===== src/rtl/stream_matrix_loader.sv =====
// Streams WIDTH-bit scalars into a NUM_ROWS x NUM_COLS matrix in row-major order,
// then pulses finished_loading once per matrix and re-arms for the next one.
// Latency: 1 cycle from accept to write strobe; finished_loading follows the last strobe by 1 cycle.
// Backpressure: ds_next_data is high in LOAD and low for the single DONE cycle (and during reset).
//
// Ports:
//   clk, rst                       clock, synchronous active-high reset
//   ds_out, ds_valid, ds_next_data input stream (data, valid, ready)
//   write_row_addr, write_col_addr matrix write address
//   write_data, write_ready        matrix write data and strobe
//   finished_loading               one-cycle pulse after the last element of a matrix is written
module stream_matrix_loader #(
  parameter  int NUM_ROWS       = 4,
  parameter  int NUM_COLS       = 5,
  parameter  int WIDTH          = 32,
  localparam int ROW_ADDR_WIDTH = (NUM_ROWS > 1) ? $clog2(NUM_ROWS) : 1,
  localparam int COL_ADDR_WIDTH = (NUM_COLS > 1) ? $clog2(NUM_COLS) : 1
) (
  input  logic                      clk,
  input  logic                      rst,
  input  logic [WIDTH-1:0]          ds_out,
  input  logic                      ds_valid,
  output logic                      ds_next_data,
  output logic [ROW_ADDR_WIDTH-1:0] write_row_addr,
  output logic [COL_ADDR_WIDTH-1:0] write_col_addr,
  output logic [WIDTH-1:0]          write_data,
  output logic                      write_ready,
  output logic                      finished_loading
);

  localparam logic [ROW_ADDR_WIDTH-1:0] ROW_LAST = ROW_ADDR_WIDTH'(NUM_ROWS - 1);
  localparam logic [COL_ADDR_WIDTH-1:0] COL_LAST = COL_ADDR_WIDTH'(NUM_COLS - 1);

  typedef enum logic {LOAD, DONE} state_t;

  state_t                      state;
  state_t                      state_nxt;
  logic [ROW_ADDR_WIDTH-1:0]   row_cnt;
  logic [COL_ADDR_WIDTH-1:0]   col_cnt;
  logic                        accept;
  logic                        last_elem;

  // Ready comes from state only, so there is no combinational path from ds_valid.
  assign accept    = (state == LOAD) && ds_valid;
  assign last_elem = (row_cnt == ROW_LAST) && (col_cnt == COL_LAST);

  always_ff @(posedge clk) begin
    if (rst) begin
      state <= LOAD;
    end else begin
      state <= state_nxt;
    end
  end

  always_comb begin
    state_nxt    = state;
    ds_next_data = 1'b0;
    case (state)
      LOAD: begin
        ds_next_data = 1'b1;
        if (ds_valid && last_elem) begin
          state_nxt = DONE;
        end
      end
      DONE: begin
        state_nxt = LOAD;
      end
      default: begin
        state_nxt = LOAD;
      end
    endcase
    if (rst) begin
      ds_next_data = 1'b0;
    end
  end

  always_ff @(posedge clk) begin
    if (rst) begin
      row_cnt          <= '0;
      col_cnt          <= '0;
      write_row_addr   <= '0;
      write_col_addr   <= '0;
      write_data       <= '0;
      write_ready      <= 1'b0;
      finished_loading <= 1'b0;
    end else begin
      write_ready <= accept;
      // The DONE cycle carries the final strobe; its closing edge commits that
      // write, so the completion pulse appears in the cycle that follows.
      finished_loading <= (state == DONE);
      if (accept) begin
        write_data     <= ds_out;
        write_row_addr <= row_cnt;
        write_col_addr <= col_cnt;
        if (col_cnt == COL_LAST) begin
          col_cnt <= '0;
          if (row_cnt == ROW_LAST) begin
            row_cnt <= '0;
          end else begin
            row_cnt <= row_cnt + 1'b1;
          end
        end else begin
          col_cnt <= col_cnt + 1'b1;
        end
      end
    end
  end

endmodule


===== config.mk =====
export PLATFORM = sky130hd
export DESIGN_NAME = stream_matrix_loader
export DESIGN_NICKNAME = d
export VERILOG_FILES = /design/src/rtl/stream_matrix_loader.sv
export SDC_FILE = /design/constraint.sdc
export NUM_CORES = 1
export LEC_CHECK = 0
export CAP_MARGIN = 0
export CORE_ASPECT_RATIO = 1.1
export CORE_MARGIN = 2
export CORE_UTILIZATION = 40
export DETAILED_ROUTE_END_ITERATION = 10
export HOLD_SLACK_MARGIN = 0.06
export PLACE_DENSITY_LB_ADDON = 0.05
export SLEW_MARGIN = 10
export SYNTH_ARGS = -nofsm -noshare
export SYNTH_HDL_FRONTEND = slang
export SYNTH_SLANG_ARGS = --single-unit

===== constraint.sdc =====
create_clock -name clk -period 1.4 [get_ports clk]
set_input_delay 0.28 -clock clk [delete_from_list [all_inputs] [get_ports clk]]
set_output_delay 0.28 -clock clk [all_outputs]
set_load 0.005 [all_outputs]

==> reports/qor.txt <==
Slew @ Worst Pin = 0.468 ns
floorplan core area = 3930 um^2
cell count after synthesis = 199
total of warnings raised by yosys = 0
Clock Sink Count = 45
crit path kind = register to register
largest net degree at the start of global routing = 47
max-slew violations = 0
vias in the first global route = 1,386
Die Y = 70.6 um
gr ovfl total = 0
FF+latch count, synth = 45
cell taking the most area after synthesis = dfxtp_1
TritonCTS clock tree = done
fin crit share = 0.912
root buffer cell = clkbuf_8
H-tree levels = 2
WL/cell = 10.9 um
dominant synthesized flop cell = dfxtp_1
Hold WC Path Type = register to register
Final setup viols = 0
top-level port count = 75
final std cell area, no fill = 2550 um^2
Comb power frac = 0.143
# nets final = 313
most numerous cell in the Yosys netlist = nand2_1
ANT cells = 0
Antenna Violating Nets Remaining = 0
status = finished, final reports clean
reg-to-reg critical path startpoint = col_cnt[0]
most frequent cells after synthesis = 76 x nand2_1, 45 x dfxtp_1, 41 x a21oi_1
critical path startpoint category = register
Yosys top cell area share = 0.558
num rows = 24
All-Layer GR Usage = 0.161
Syn Area/Cell = 8.11 um^2
gpl congestion = 0.753
final std cells w/o fill = 326
placed inst area = 2450 um^2
Initial Utilization = 0.410
number of synthesized flops with an enable pin = 0
RSZ-0062 raised after global routing = no
Worst Setup SP = col_cnt[0]
Via density = 4.76
wirelength, routed = 3560 um
layout cells sized above 1 = 0.117
Crit. End Element = register
Seq pwr share = 0.561
Placed Instances = 320
Rel. slew slack = 0.688
Leak = 1.32 nW
Clock Skew = 0.00458 ns
worst setup margin = 0.123 ns
Peak VDD IR = 720 uV
DR iter-0 viols = 101
Final Hold Fails = 0
DR pass1 iterations = 4
pre-CTS WS = -0.155 ns
number of max-cap violations = 0
Die ar. = 4560 um^2
PortBufs = 74
initial antenna violation count = 0
sum of negative setup slack = 0 ns
largest cells by area after synthesis = dfxtp_1 56%, nand2_1 18%, a21oi_1 13%
fmax = 783 MHz
Netlist cell types = 19
first-pass GRT wire length = 5920 um
clock-pin slew on the worst setup and hold paths = 0.08 ns
crit path DAT = 1.50 ns
hold path start = write_data[18]
detailed-route via count = 1,552
power after layout = 2.44 mW
# fillers = 371
Switching Fraction = 0.230
Switching Power = 0.559 mW
Post-CTS Setup Inserts = 0
P_int = 1.88 mW
CTS Buffer Depth = 2
Horiz. Die Dim = 64.6 um
syn_nets = 237
mapped cell area = 1610 um^2
Power Dens Cells = 954 nW/um^2
ys async rst share = 0
Area Growth Syn to Fin = 58.1%
clock power share = 0.296
sequential fraction of the synthesis area = 0.558
Post-route DRC = 0
Req. time, crit path = 1.62 ns
critical path fanouts, max = 4
minimum clock period = 1.28 ns
worst skew pair latency = 0.29 ns
CTS Buf Count = 5
Post-DP HPWL = 2380 um
power by group through the flow:
stage	Sequential, mW	Clock, mW	Combinational (mW)
after CTS	1.37	0.751	0.360
final	1.37	0.720	0.348
after global placement	1.40	0	0.377
after detailed placement	1.40	0	0.379
after global routing	1.37	0.805	0.388
after floorplan	1.40	0	0.129
per-layer routing:
layer,track usage,up-vias,share of wire
met5,0,-,0
met4,0.0567,0,0.010
met3,0.0413,5,0.066
met2,0.281,46,0.47
met1,0.191,711,0.45
li1,-,790,-
final timing paths:
path | endpoint | slack [ns] | cells after the start
min reg2reg | write_data[18] | 0.45 | 2
min | write_data[18] | 0.45 | 2
max | row_cnt[0] | 0.12 | 5
max reg2reg | row_cnt[0] | 0.12 | 5
per-stage QoR:
step	hold slack, ns	util
after CTS	0.454	0.638
after global routing	0.475	0.649
after floorplan	0.416	-
after detailed placement	0.446	0.622
final	0.451	0.649
after global placement	0.442	0.622
layout by cell type (no fill, tap or decap):
master           synthesis  routed
dlymetal6s2s_1           0      16
dfxtp_2                  0      12
or4_1                    1       1
ha_1                     3       3
nand2b_4                 1       1
buf_12                   0       2
o21ai_0                  3       3
nor4b_1                  1       1
a21oi_1                 41      41
dlygate4sd2_1            0      24
o31ai_1                  1       1
nand4_1                  1       1
buf_4                    0       8
dfxtp_4                  0       1
clkinv_2                 0       1
clkdlybuf4s50_1          0      33
inv_1                    2       2
nand3b_1                 1       1
nor2_1                   4       4
clkbuf_8                 0       5
nor2b_1                  2       1
dfxtp_1                 45      32
nor2b_4                  0       1
nand2_1                 76      76
buf_2                    8       1
nand3_1                  2       2
critical path, cell delays in order, from the launching register on:
cell and delay (ns):
dfxtp_1 0.35, inv_1 0.09, ha_1 0.19, nand2_1 0.08, or4_1 0.39, a21oi_1 0.13
state kept, by name, indices dropped and copies added, names as in the netlist:
register          flops
col_cnt               3
state                 1
row_cnt               2
finished_loading      1
write_row_addr        2
write_col_addr        3
write_data           32
write_ready           1
area by class of cell:
type,count,area [um^2],area share
clock buffer,5,68.8,0.0270
clock inverter,1,5.00,0.00196
inverter,2,7.51,0.00294
multi-input combinational,137,639,0.251
sequential,45,920,0.360
tap,52,65.1,0.0255
timing repair buffer,84,846,0.332
repair_timing:
item,in CTS,in global routing
endpoints found under the hold margin,0,0
setup endpoints to repair,36,16
resized for setup,38,16
hold buffers,0,0
logic make-up after synthesis:
| family | Yosys count | synth area share |
|---|---|---|
| AO/OA/AOI/OAI | 45 | 0.141 |
| AND/OR/NAND/NOR | 89 | 0.227 |
| adder cells (fa/ha/maj) | 3 | 0.0233 |
| flip-flops | 45 | 0.558 |
| buffers and inverters | 17 | 0.0504 |
No activity file was read; power rests on OpenSTA's default activity.
